==> config.mk <==
export PLATFORM = sky130hd
export DESIGN_NAME = envelope_bank
export DESIGN_NICKNAME = d
export VERILOG_FILES = /design/src/rtl/envelope_bank.sv
export SDC_FILE = /design/constraint.sdc
export NUM_CORES = 1
export LEC_CHECK = 0
export CAP_MARGIN = 5
export CORE_ASPECT_RATIO = 1.2
export CORE_MARGIN = 5
export CORE_UTILIZATION = 40
export DETAILED_ROUTE_END_ITERATION = 10
export GPL_ROUTABILITY_DRIVEN = 1
export PLACE_DENSITY = 0.59
export REMOVE_ABC_BUFFERS = 1
export SLEW_MARGIN = 30
export SYNTH_ARGS = -nofsm -noshare
export SYNTH_HDL_FRONTEND = slang
export SYNTH_SLANG_ARGS = --single-unit
==> constraint.sdc <==
create_clock -name Sys_clk -period 16.3 [get_ports Sys_clk]
set_input_delay 1.63 -clock Sys_clk [delete_from_list [all_inputs] [get_ports Sys_clk]]
set_output_delay 1.63 -clock Sys_clk [all_outputs]
set_load 0.02 [all_outputs]
==> src/rtl/envelope_bank.sv <==
// envelope_bank: time-multiplexed ADSR envelope generator for N_VOICES.
// Optional macro ENV_EXP_RELEASE_EN: release step grows with level.
module envelope_bank #(
  parameter  int N_VOICES = 8,
  parameter  int LVL_W    = 16,
  parameter  int FRAC_W   = 16,
  localparam int ACC_W    = LVL_W + FRAC_W,
  localparam int VW       = $clog2(N_VOICES)
) (
  input  logic                Sys_clk,
  input  logic                Env_rst_n,
  input  logic                Env_ce,
  input  logic                Syn_tick,
  input  logic [N_VOICES-1:0] Syn_key,
  input  logic [ACC_W-1:0]    A_rate,
  input  logic [ACC_W-1:0]    D_rate,
  input  logic [ACC_W-1:0]    R_rate,
  input  logic [LVL_W-1:0]    S_lvl,
  output logic [LVL_W-1:0]    Env_lvl,
  output logic [VW-1:0]       Env_voice,
  output logic                Env_valid,
  output logic                Env_busy,
  output logic [N_VOICES-1:0] Env_active,
  output logic                Env_ovr
);

  typedef enum logic [2:0] {
    ST_IDLE = 3'd0,
    ST_ATK  = 3'd1,
    ST_DEC  = 3'd2,
    ST_SUS  = 3'd3,
    ST_REL  = 3'd4
  } st_e;

  localparam logic [ACC_W-1:0] PEAK = '1;
  localparam logic [VW-1:0]    LAST = VW'(N_VOICES - 1);

  logic [2:0]       r_st  [N_VOICES];
  logic [ACC_W-1:0] r_acc [N_VOICES];

  logic             r_busy;
  logic [VW-1:0]    r_idx;
  logic             r_pv;
  logic [VW-1:0]    r_pidx;
  logic [LVL_W-1:0] r_plvl;
  logic             r_valid;
  logic [VW-1:0]    r_voice;
  logic [LVL_W-1:0] r_lvl;
  logic             r_ovr;

  logic [2:0]       w_st;
  logic [2:0]       w_nst;
  logic [ACC_W-1:0] w_acc;
  logic [ACC_W-1:0] w_nacc;
  logic             w_key;
  logic [ACC_W-1:0] w_sus;
  logic [ACC_W-1:0] w_abase;
  logic [ACC_W:0]   w_sum;
  logic             w_apk;
  logic [ACC_W:0]   w_dlim;
  logic             w_dsus;
  logic [ACC_W-1:0] w_ddiff;
  logic [ACC_W-1:0] w_rbase;
  logic [ACC_W:0]   w_rdec;
  logic             w_rzero;
  logic [ACC_W-1:0] w_rdiff;
  logic [N_VOICES-1:0] w_active;

  assign w_st    = r_st[r_idx];
  assign w_acc   = r_acc[r_idx];
  assign w_key   = Syn_key[r_idx];
  assign w_sus   = {S_lvl, {FRAC_W{1'b0}}};

  assign w_abase = (w_st == ST_IDLE) ? '0 : w_acc;
  assign w_sum   = {1'b0, w_abase} + {1'b0, A_rate};
  assign w_apk   = w_sum[ACC_W] | (&w_sum[ACC_W-1:0]);

  assign w_dlim  = {1'b0, D_rate} + {1'b0, w_sus};
  assign w_dsus  = ({1'b0, w_acc} <= w_dlim);
  assign w_ddiff = w_acc - D_rate;

  assign w_rbase = (w_st == ST_SUS) ? w_sus : w_acc;
`ifdef ENV_EXP_RELEASE_EN
  assign w_rdec  = {1'b0, R_rate} + {5'b0, w_rbase[ACC_W-1:4]};
`else
  assign w_rdec  = {1'b0, R_rate};
`endif
  assign w_rzero = (w_rdec >= {1'b0, w_rbase});
  assign w_rdiff = w_rbase - w_rdec[ACC_W-1:0];

  // Next state and level of the voice serviced this cycle
  always_comb begin
    w_nst  = ST_IDLE;
    w_nacc = '0;
    case (st_e'(w_st))
      ST_IDLE: begin
        if (w_key) begin
          w_nst  = w_apk ? ST_DEC : ST_ATK;
          w_nacc = w_apk ? PEAK : w_sum[ACC_W-1:0];
        end
      end
      ST_ATK: begin
        if (!w_key) begin
          w_nst  = ST_REL;
          w_nacc = w_acc;
        end else begin
          w_nst  = w_apk ? ST_DEC : ST_ATK;
          w_nacc = w_apk ? PEAK : w_sum[ACC_W-1:0];
        end
      end
      ST_DEC: begin
        if (!w_key) begin
          w_nst  = w_rzero ? ST_IDLE : ST_REL;
          w_nacc = w_rzero ? '0 : w_rdiff;
        end else begin
          w_nst  = w_dsus ? ST_SUS : ST_DEC;
          w_nacc = w_dsus ? w_sus : w_ddiff;
        end
      end
      ST_SUS: begin
        if (!w_key) begin
          w_nst  = w_rzero ? ST_IDLE : ST_REL;
          w_nacc = w_rzero ? '0 : w_rdiff;
        end else begin
          w_nst  = ST_SUS;
          w_nacc = w_sus;
        end
      end
      ST_REL: begin
        if (w_key) begin
          w_nst  = w_apk ? ST_DEC : ST_ATK;
          w_nacc = w_apk ? PEAK : w_sum[ACC_W-1:0];
        end else begin
          w_nst  = w_rzero ? ST_IDLE : ST_REL;
          w_nacc = w_rzero ? '0 : w_rdiff;
        end
      end
      default: begin
        w_nst  = ST_IDLE;
        w_nacc = '0;
      end
    endcase
  end

  // Per-voice state and accumulator, written in the voice's service slot
  always_ff @(posedge Sys_clk or negedge Env_rst_n) begin
    if (!Env_rst_n) begin
      for (int v = 0; v < N_VOICES; v++) begin
        r_st[v]  <= ST_IDLE;
        r_acc[v] <= '0;
      end
    end else if (Env_ce && r_busy) begin
      r_st[r_idx]  <= w_nst;
      r_acc[r_idx] <= w_nacc;
    end
  end

  // Sweep sequencer and one-stage result pipeline
  always_ff @(posedge Sys_clk or negedge Env_rst_n) begin
    if (!Env_rst_n) begin
      r_busy <= 1'b0;
      r_idx  <= '0;
      r_pv   <= 1'b0;
      r_pidx <= '0;
      r_plvl <= '0;
    end else if (Env_ce) begin
      r_pv <= r_busy;
      if (r_busy) begin
        r_pidx <= r_idx;
        r_plvl <= w_nacc[ACC_W-1:FRAC_W];
        if (r_idx == LAST) begin
          r_busy <= 1'b0;
          r_idx  <= '0;
        end else begin
          r_idx <= r_idx + VW'(1);
        end
      end else if (Syn_tick) begin
        r_busy <= 1'b1;
        r_idx  <= '0;
      end
    end
  end

  // Registered output stream and overrun pulse
  always_ff @(posedge Sys_clk or negedge Env_rst_n) begin
    if (!Env_rst_n) begin
      r_valid <= 1'b0;
      r_voice <= '0;
      r_lvl   <= '0;
      r_ovr   <= 1'b0;
    end else begin
      r_ovr <= Env_ce & Syn_tick & r_busy;
      if (!Env_ce) begin
        r_valid <= 1'b0;
      end else begin
        r_valid <= r_pv;
        if (r_pv) begin
          r_voice <= r_pidx;
          r_lvl   <= r_plvl;
        end
      end
    end
  end

  // Activity flags straight from the state registers
  always_comb begin
    w_active = '0;
    for (int v = 0; v < N_VOICES; v++) begin
      w_active[v] = (r_st[v] != ST_IDLE);
    end
  end

  assign Env_lvl    = r_lvl;
  assign Env_voice  = r_voice;
  assign Env_valid  = r_valid;
  assign Env_busy   = r_busy;
  assign Env_active = w_active;
  assign Env_ovr    = r_ovr;

endmodule

==> impl_metrics.env <==
export IMPL_finalWeightedCongestion=0.962
export IMPL_crit_path_cell_trace="buf_4 -> buf_4 -> mux4_2 -> mux2i_1 -> nor2_1 -> ha_1 -> and4_1 -> a211oi_1 -> nand2_1 -> xnor2_1 -> or4_1 -> or4b_1 -> or4_1 -> nor4_2 -> a31oi_4 -> buf_4 -> a31oi_2 -> mux2_2"
export IMPL_netlist_cell_type_count=82
export IMPL_worst_r2r_path_depth=18
export IMPL_max_clock_path_buffers=3
export IMPL_largest_fanout_of_any_net_on_the_critical_path=43
export IMPL_overflow=0
export IMPL_drv_cap=0
export IMPL_die_w_um=228
export IMPL_layout_drive_gt1_share_pct=16.8
export IMPL_vias_per_cell=5.95
export IMPL_clk_root_buffer_cell="sky130_fd_sc_hd__clkbuf_16"
export IMPL_final_max_slew_viol_count=0
export IMPL_coreArea_um2=56900
export IMPL_grt_setup_unrepaired="false"
export IMPL_regToRegEndpoint="r_acc[44]"
export IMPL_min_delay_worst_endpoint="r_acc[59]"
export IMPL_cpMostUsedCell="sky130_fd_sc_hd__buf_4"
export IMPL_antenna_cells_inserted=0
export IMPL_outcome="finished, final reports clean"
export IMPL_route_vias_total=19200
export IMPL_max_stage_delay_ns=0.69
export IMPL_cell_depth_of_the_worst_hold_path=2
export IMPL_synth_seq_area_share_pct=35.6
export IMPL_holdCritPathClass="register to register"
export IMPL_critPathArrivalTime_ns=8.36
export IMPL_startpoint="r_idx[0]"
export IMPL_final_period_utilization_pct=48.2
export IMPL_synth_cells=2366
export IMPL_detailedRoute_firstPassIterationCount=5
export IMPL_floorplan_initialDensity_pct=40.1
export IMPL_finalWirelength_um=76800
export IMPL_timing_critical_path_buf_inv=3
export IMPL_yosys_area_top_type="sky130_fd_sc_hd__dfrtp_1"
export IMPL_fin_nets=2729
export IMPL_synth_top_area_share_pct=35.6
export IMPL_drcViolationCount=0
export IMPL_num_rows=96
export IMPL_critical_path_top_delay_family="simple AND/OR/NAND/NOR gates"
export IMPL_die_height_um=272
export IMPL_grt_first_pass_wirelength_um=119000
export IMPL_ys_ff_latch=325
export IMPL_post_synth_instance_area_um2=22800
export IMPL_grt_max_degree=135
export IMPL_worst_slew_pin_slew_ns=1.00
export IMPL_design_die_area_um2=62000
export IMPL_slew_headroom_pct=31.2
export IMPL_regToRegSetupSlack_ns=8.44
export IMPL_grt_pass1_vias=19800
export IMPL_grt_resource_usage_total_pct=24.0
export IMPL_port_buffer_count=153
export IMPL_clock_tree_from_tritoncts="yes"
export IMPL_class_of_the_most_critical_setup_path="register to register"
export IMPL_synth_edf_count=0
export IMPL_cts_buffers=31
export IMPL_post_cts_buffers=0
export IMPL_drt_iter0_drc=1491
export IMPL_setup_total_negative_slack_ns=0
export IMPL_cts_sink_count=325
export IMPL_finalSetupViolCount=0
export IMPL_hpwlAfterDp_um=58000
export IMPL_ys_async_sr_fraction_pct=100
export IMPL_post_drt_wl_per_cell_um=23.8
export IMPL_critical_path_slowest_cell="sky130_fd_sc_hd__buf_4"
export IMPL_fin_skew_ns=0.0169
export IMPL_worst_r2r_startpoint="r_idx[0]"
export IMPL_tmin_final_ns=7.86
export IMPL_clock_latency_ns=0.56
export IMPL_maxClockFrequency_ghz=0.127
export IMPL_hp_start="r_acc[59]"
export IMPL_cts_hold_buffers=0
export IMPL_critical_path_startpoint_type="register"
export IMPL_worst_endpoint_required_time_ns=16.80
export IMPL_syn_to_final_growth_pct=15.5
export IMPL_num_io_pins=154
export IMPL_setup_worst_path_end_class="register"
export IMPL_clkTransAtPathRegs_ns=0.06
export IMPL_final_hold_viol_count=0
export IMPL_final_antenna_net_count=0
export IMPL_synth_warnings=0
export IMPL_number_of_antenna_violations_at_the_first_check_in_global_routing=0
export IMPL_predominant_post_synthesis_flop_cell="sky130_fd_sc_hd__dfrtp_1"
export IMPL_cts_repair_resize_count=0
export IMPL_synth_area_leaders="sky130_fd_sc_hd__dfrtp_1 (36%), sky130_fd_sc_hd__mux2_2 (9.8%), sky130_fd_sc_hd__ha_1 (7.1%), sky130_fd_sc_hd__mux4_2 (7.0%), sky130_fd_sc_hd__a21oi_1 (4.9%)"
export IMPL_cts_htree_levels=1
export IMPL_postSynthAreaPerCell_um2=9.66
## cell usage in the layout (no fill, tap or decap), types with 16 or more instances in the layout
master,instances
sky130_fd_sc_hd__dfrtp_1,322
sky130_fd_sc_hd__nor2_1,231
sky130_fd_sc_hd__a21oi_1,222
sky130_fd_sc_hd__mux2_2,199
sky130_fd_sc_hd__nand2_1,167
sky130_fd_sc_hd__clkdlybuf4s50_1,152
sky130_fd_sc_hd__inv_1,133
sky130_fd_sc_hd__ha_1,129
sky130_fd_sc_hd__o21ai_0,116
sky130_fd_sc_hd__mux4_2,71
sky130_fd_sc_hd__xnor2_1,50
sky130_fd_sc_hd__nand3_1,46
sky130_fd_sc_hd__mux2i_1,41
sky130_fd_sc_hd__xor2_1,39
sky130_fd_sc_hd__a21o_1,36
sky130_fd_sc_hd__buf_4,35
sky130_fd_sc_hd__clkbuf_16,31
sky130_fd_sc_hd__nor3_1,30
sky130_fd_sc_hd__a211oi_1,28
sky130_fd_sc_hd__o21a_1,21
sky130_fd_sc_hd__and3_1,21
sky130_fd_sc_hd__or3_1,20
sky130_fd_sc_hd__o211ai_1,18
sky130_fd_sc_hd__a31oi_1,18
sky130_fd_sc_hd__nand2b_1,16
sky130_fd_sc_hd__o22ai_1,16
## flip-flops by register name (all words and copies together), names as in the netlist
| signal | count |
|---|---|
| r_plvl | 16 |
| Env_lvl | 16 |
| r_acc | 256 |
| r_pv | 1 |
| r_idx | 3 |
| Env_valid | 1 |
| Env_voice | 3 |
| Env_ovr | 1 |
| r_pidx | 3 |
| Env_busy | 1 |
| r_st | 24 |
## per-stage QoR
step,setup slack (ns),area (um2),std cells,hold WS [ns],util [%]
after floorplan,6.83,22400,2248,0.443,-
after CTS,8.41,26300,3229,0.482,46.2
after global routing,8.04,26400,3231,0.493,46.3
final,8.44,26400,3231,0.482,46.3
after detailed placement,7.93,25200,3172,0.465,44.3
after global placement,8.10,25200,3172,0.455,44.2
## Yosys cell counts, types with 18 or more instances
cell type	instances
sky130_fd_sc_hd__ha_1	129
sky130_fd_sc_hd__clkbuf_1	89
sky130_fd_sc_hd__inv_1	133
sky130_fd_sc_hd__o21ai_0	116
sky130_fd_sc_hd__a21o_1	36
sky130_fd_sc_hd__a211oi_1	30
sky130_fd_sc_hd__a21oi_1	224
sky130_fd_sc_hd__xor2_1	39
sky130_fd_sc_hd__mux2i_1	42
sky130_fd_sc_hd__xnor2_1	50
sky130_fd_sc_hd__o211ai_1	18
sky130_fd_sc_hd__nor3_1	34
sky130_fd_sc_hd__a31oi_1	18
sky130_fd_sc_hd__mux4_2	71
sky130_fd_sc_hd__nand2_1	169
sky130_fd_sc_hd__nor2_1	235
sky130_fd_sc_hd__and3_1	21
sky130_fd_sc_hd__nand3_1	48
sky130_fd_sc_hd__mux2_2	199
sky130_fd_sc_hd__dfrtp_1	325
sky130_fd_sc_hd__or3_1	20
sky130_fd_sc_hd__o21a_1	21
## worst min-delay path, stage by stage (launching register included)
cell and delay, ns:
sky130_fd_sc_hd__dfrtp_1 0.34, sky130_fd_sc_hd__nand2_1 0.05, sky130_fd_sc_hd__o21ai_0 0.06
## how the worst max path moves through the flow
stage,endpoint,cells after the start
floorplan,r_st[9],17
global placement,r_acc[152],26
detailed placement,r_acc[200],25
CTS,r_acc[44],18
global route,r_acc[24],26
finish,r_acc[44],18
## logic make-up after synthesis
group                      count (synthesis)  synth area share (%)
adders and majority gates                133                  7.42
and+or+nand+nor                          618                  12.3
xor gates and xnor gates                  89                  3.41
DFF                                      325                  35.6
buffers and inverters                    251                  4.25
muxes                                    313                  18.7
AOI/OAI and AO/OA                        637                  18.4
## metal layers
layer	up-vias	GRT usage (%)	routed length, um
li1	8870	-	-
met1	9632	31.0	32300
met2	581	42.7	38400
met3	133	2.58	3620
met4	0	7.33	2460
met5	-	0	0
## layout make-up
| cell class | instances | area [um2] |
|---|---|---|
| timing repair buffer | 191 | 1840 |
| multi-input combinational | 1790 | 13900 |
| sequential | 325 | 8140 |
| tap | 735 | 920 |
| inverter | 133 | 499 |
| clock buffer | 41 | 883 |
| fill | 5464 | 30600 |
| clock inverter | 16 | 218 |
Power is left out: the tool's default activity adds up to more than one toggle a clock period on the data nets, which glitch-free logic cannot reach.
==> variant 1: new RTL, config.mk and constraints unchanged <==
Build with the macro `ENV_EXP_RELEASE_EN` defined.
--- a/src/rtl/envelope_bank.sv
+++ b/src/rtl/envelope_bank.sv
@@ -1,5 +1,7 @@
 // envelope_bank: time-multiplexed ADSR envelope generator for N_VOICES.
 // Optional macro ENV_EXP_RELEASE_EN: release step grows with level.
+`define ENV_EXP_RELEASE_EN
+
 module envelope_bank #(
   parameter  int N_VOICES = 8,
   parameter  int LVL_W    = 16,
Check against the original RTL: no difference found for any inputs over 4 cycles, from zero or initial values and one cycle with Env_rst_n low; that may be too few to reach the edited logic, so the function may still have changed.
==> variant 1 against the unedited design <==
Sequential cell count stayed put. Critical path depth is 13 higher. Synthesized area is 6.7% higher. Via count is 11% higher. Routed wire length is 14% higher. Hold slack worse by 6.0 ps. Worst setup slack worse by 2400 ps. Final area is 6.2% higher. Largest cell class unchanged.
Power is left out: the tool's default activity adds up to more than one toggle a clock period on the data nets, which glitch-free logic cannot reach.
==> variant 1: results (changes against the unedited design) <==
\begin{tabular}{lr}
\hline
Metric & Value \\
\hline
\multicolumn{2}{l}{\textbf{GRT}} \\
GR Util met3 & 3.21\% (+0.63 points) \\
First-pass GRT wire length & 132000 um (+11\%) \\
Gr usage total & 25.5\% (+1.5 points) \\
M2 GR Usage & 45.2\% (+2.5 points) \\
Via count of the first global-routing pass & 21300 (+7.9\%) \\
\multicolumn{2}{l}{\textbf{Outcome}} \\
Outcome & complete, no violations \\
\multicolumn{2}{l}{\textbf{Final layout}} \\
Layout area overhead & 15.0\% \\
Portion of the layout cell area used by clock cells & 4.06\% (-0.12 points) \\
Flip-flop and latch share of the layout cell area & 29.1\% (-1.8 points) \\
Non-clk invs & 154 (+16\%) \\
Share of final-layout standard cells stronger than drive strength 1 & 12.9\% (-3.9 points) \\
Layout clock buffer count & 44 (+7.3\%) \\
Multi-input gate share of total cell area & 54.6\% (+2.0 points) \\
Non-clock buffer contribution to total cell area & 6.59\% (-0.40 points) \\
Filler cells & 5837 (+6.8\%) \\
Count of nets after finishing & 3085 (+13\%) \\
Multi-input logic cell count & 2076 (+16\%) \\
\multicolumn{2}{l}{\textbf{Routing}} \\
Total length of routed met3 wires & 4550 um (+26\%) \\
WL per Instance & 24.2 um (+1.9\%) \\
First-pass iteration count of the detailed router & 6 (+1) \\
Met2 wirelength from detailed routing & 43000 um (+12\%) \\
Number of DRC markers after the initial detailed-route iteration & 1435 (-3.8\%) \\
Wire length on met1 & 35700 um (+10\%) \\
Via-per-instance ratio & 5.91 (-0.55\%) \\
\multicolumn{2}{l}{\textbf{Place}} \\
Instance area after placement & 26800 um2 (+6.5\%) \\
Worst setup slack before clock tree synthesis & 6020 ps (-1910 ps) \\
Post-detailed-placement half-perimeter wirelength & 68100 um (+17\%) \\
\multicolumn{2}{l}{\textbf{STA}} \\
Final worst clock skew & 29.0 ps (+12.1 ps) \\
\multicolumn{2}{l}{\textbf{Logic synthesis}} \\
Most used standard cells in the synthesized netlist & sky130\_fd\_sc\_hd\_\_nand2\_1, sky130\_fd\_sc\_hd\_\_dfrtp\_1, sky130\_fd\_sc\_hd\_\_o21ai\_0 \\
Top cells by area, synth & sky130\_fd\_sc\_hd\_\_dfrtp\_1, sky130\_fd\_sc\_hd\_\_ha\_1, sky130\_fd\_sc\_hd\_\_mux4\_2 \\
Mapped Cells & 2666 (+13\%) \\
Synthesized area per cell & 9.14 um2 (-5.3\%) \\
Number of distinct library cells after synthesis & 95 (+16\%) \\
\multicolumn{2}{l}{\textbf{Worst setup path}} \\
Worst-path cell with the longest stage delay & sky130\_fd\_sc\_hd\_\_dfrtp\_4 \\
\multicolumn{2}{l}{\textbf{CTS}} \\
Clock Latency Late Sink & 600 ps (+40 ps) \\
\hline
\end{tabular}
## variant 1: cell types whose count changed after synthesis, sizes merged, moves of 12 or more
| cell | before | now |
|---|---|---|
| nor2b | 14 | 32 |
| nand3 | 48 | 31 |
| mux2 | 200 | 133 |
| a21oi | 232 | 173 |
| nand2 | 169 | 332 |
| xnor2 | 50 | 78 |
| a21o | 36 | 75 |
| mux2i | 42 | 30 |
| ha | 129 | 177 |
| inv | 133 | 154 |
| nor2 | 235 | 180 |
| o21ai | 122 | 279 |
| o21bai | 15 | 32 |
## variant 1: critical path, delay by kind of cell, from the launching register on
family | cells | cell delay, ps
flip-flops | 1 | 930
buffers and inverters | 2 | 620
adder cells (fa/ha/maj) | 2 | 590
AO/OA/AOI/OAI | 18 | 5010
AND/OR/NAND/NOR | 6 | 1420
multiplexers | 3 | 1380
## variant 1: worst paths after layout
kind                            start    endpoint  slack [ps]  cells after the start
setup / recovery             r_idx[1]  r_acc[206]        6040                     31
hold / removal             r_acc[239]  r_acc[239]         480                      2
setup reg to reg             r_idx[1]  r_acc[206]        6040                     31
hold reg to reg            r_acc[239]  r_acc[239]         480                      2
max in group asynchronous   Env_rst_n   r_acc[70]       12580                      5
min in group asynchronous   Env_rst_n  r_acc[253]         920                      1
## variant 1: cell families (layout without fill, tap and decap cells)
| logic type | after synthesis | in the layout | share of synthesized area (%) |
|---|---|---|---|
| AOI/OAI and AO/OA | 793 | 793 | 20.8 |
| and+or+nand+nor | 746 | 746 | 13.8 |
| DFF | 325 | 325 | 33.4 |
| buffers and inverters | 265 | 403 | 4.18 |
| muxes | 233 | 233 | 13.9 |
| adders and majority gates | 185 | 185 | 9.63 |
| xor gates and xnor gates | 119 | 119 | 4.28 |
==> variant 2: new RTL, config.mk and constraints unchanged <==
Made on the original files. Make the reset (`Env_rst_n`) synchronous in 3 clocked blocks.
--- a/src/rtl/envelope_bank.sv
+++ b/src/rtl/envelope_bank.sv
@@ -143,7 +143,7 @@
   end
 
   // Per-voice state and accumulator, written in the voice's service slot
-  always_ff @(posedge Sys_clk or negedge Env_rst_n) begin
+  always_ff @(posedge Sys_clk) begin
     if (!Env_rst_n) begin
       for (int v = 0; v < N_VOICES; v++) begin
         r_st[v]  <= ST_IDLE;
@@ -156,7 +156,7 @@
   end
 
   // Sweep sequencer and one-stage result pipeline
-  always_ff @(posedge Sys_clk or negedge Env_rst_n) begin
+  always_ff @(posedge Sys_clk) begin
     if (!Env_rst_n) begin
       r_busy <= 1'b0;
       r_idx  <= '0;
@@ -182,7 +182,7 @@
   end
 
   // Registered output stream and overrun pulse
-  always_ff @(posedge Sys_clk or negedge Env_rst_n) begin
+  always_ff @(posedge Sys_clk) begin
     if (!Env_rst_n) begin
       r_valid <= 1'b0;
       r_voice <= '0;
Function: differs if Env_rst_n is asserted again (counterexample within 4 cycles, from zero or initial values and one cycle with Env_rst_n low); with Env_rst_n held inactive, the same outputs for 4 cycles.
==> variant 2 against the unedited design <==
Sequential cell count rose by 3. Synthesized area rose by 1.2%. Routed wire length rose by 10%. Worst setup slack improved by 340 ps. Final area rose by 0.61%. Via count rose by 3.9%. Highest routed layer unchanged.
Power is left out: it rests on default switching activity, and per cell area and clock period it moved more than threefold.
==> variant 2: results (changes against the unedited design) <==
\begin{tabular}{lr}
\hline
Metric & Value \\
\hline
\multicolumn{2}{l}{\textbf{Final layout}} \\
Share of final-layout standard cells stronger than drive strength 1 & 10.7\% (-6.1 points) \\
Post-route insts no fill & 3202 (-0.90\%) \\
\multicolumn{2}{l}{\textbf{GRT}} \\
First-pass GRT wire length & 124000 um (+4.5\%) \\
Via count of the first global-routing pass & 19700 (-0.59\%) \\
Gr usage total & 25.9\% (+1.9 points) \\
\multicolumn{2}{l}{\textbf{STA}} \\
Final worst clock skew & 27.7 ps (+10.9 ps) \\
Normalized max-slew margin & 31.4\% (+0.20 points) \\
Fmax & 0.133 GHz (+4.5\%) \\
\multicolumn{2}{l}{\textbf{Logic synthesis}} \\
Sequential area share after synthesis & 40.5\% (+4.9 points) \\
Synth Flop Type & sky130\_fd\_sc\_hd\_\_edfxtp\_1 \\
Fraction of registers with async set or reset after synthesis & 0\% (-100 points) \\
Number of distinct library cells after synthesis & 97 (+18\%) \\
Mapped Cells & 2329 (-1.6\%) \\
EDFF count, synth & 280 (+280) \\
Most used standard cells in the synthesized netlist & sky130\_fd\_sc\_hd\_\_a21oi\_1, sky130\_fd\_sc\_hd\_\_edfxtp\_1, sky130\_fd\_sc\_hd\_\_nor2\_1 \\
\multicolumn{2}{l}{\textbf{Worst setup path}} \\
CP arrival & 7780 ps (-580 ps) \\
Worst Reg2Reg Path Length in Cells & 15 (-3) \\
Reg-to-reg setup timing slack & 9300 ps (+860 ps) \\
CP max stage delay & 620 ps (-70 ps) \\
Reg-to-Reg End & r\_acc[7][0] \\
Critical path startpoint & S\_lvl[0] \\
Worst-path cell with the longest stage delay & sky130\_fd\_sc\_hd\_\_a221oi\_1 \\
Crit path max fanout & 13 (-70\%) \\
Crit-path leading delay family & compound AO/OA/AOI/OAI gates \\
Timing endpoint of the critical path & r\_acc[1][15] \\
\multicolumn{2}{l}{\textbf{Place}} \\
Global placer's final weighted congestion & 0.960 (-0.17\%) \\
Placed insts & 3142 (-0.95\%) \\
Worst setup slack before clock tree synthesis & 8350 ps (+414 ps) \\
Post-detailed-placement half-perimeter wirelength & 60700 um (+4.6\%) \\
\multicolumn{2}{l}{\textbf{CTS}} \\
Number of levels in the clock H-tree & 2 (+1) \\
Number of buffers inserted during clock tree synthesis & 34 (+9.7\%) \\
Clock Latency Late Sink & 550 ps \\
Post-cts sizing count & 0 (unchanged) \\
\multicolumn{2}{l}{\textbf{Routing}} \\
First-pass iteration count of the detailed router & 8 (+3) \\
WL per Instance & 26.5 um (+11\%) \\
Via-per-instance ratio & 6.23 (+4.8\%) \\
\multicolumn{2}{l}{\textbf{Worst hold path}} \\
Terminating pin of the worst hold path & Env\_lvl[7] \\
Hold Crit Start & r\_plvl[7] \\
\multicolumn{2}{l}{\textbf{Outcome}} \\
Outcome & complete, no violations \\
\hline
\end{tabular}
variant 2: cells by family after synthesis:
group,count (synthesis),synth area share [%]
compound gates,747,21.6
simple gates,679,14.1
flops,328,40.5
buf+inv,242,4.22
fa+ha+maj,133,7.33
mux,121,9.22
xor+xnor,79,2.99
variant 2: layout make-up:
class                      count  area [um2]
multi-input combinational   1759       12800
timing repair buffer         201        1900
sequential                   328        9380
inverter                     120         450
tap                          735         920
fill                        5396       30600
clock buffer                  44         908
clock inverter                15         146
variant 2: stage by stage:
| stage | utilization, % | area, um2 |
|---|---|---|
| floorplan | - | 22600 |
| global placement | 44.5 | 25400 |
| detailed placement | 44.5 | 25500 |
| CTS | 46.4 | 26500 |
| global route | 46.4 | 26500 |
| finish | 46.4 | 26500 |
variant 2: routing by layer:
layer / vias up / track usage [%] / part of all wire [%]
met5: - / 0 / 0
met3: 153 / 3.69 / 8.0
met4: 0 / 8.41 / 3.5
met1: 9826 / 33.7 / 40
li1: 9030 / - / -
met2: 952 / 44.8 / 48
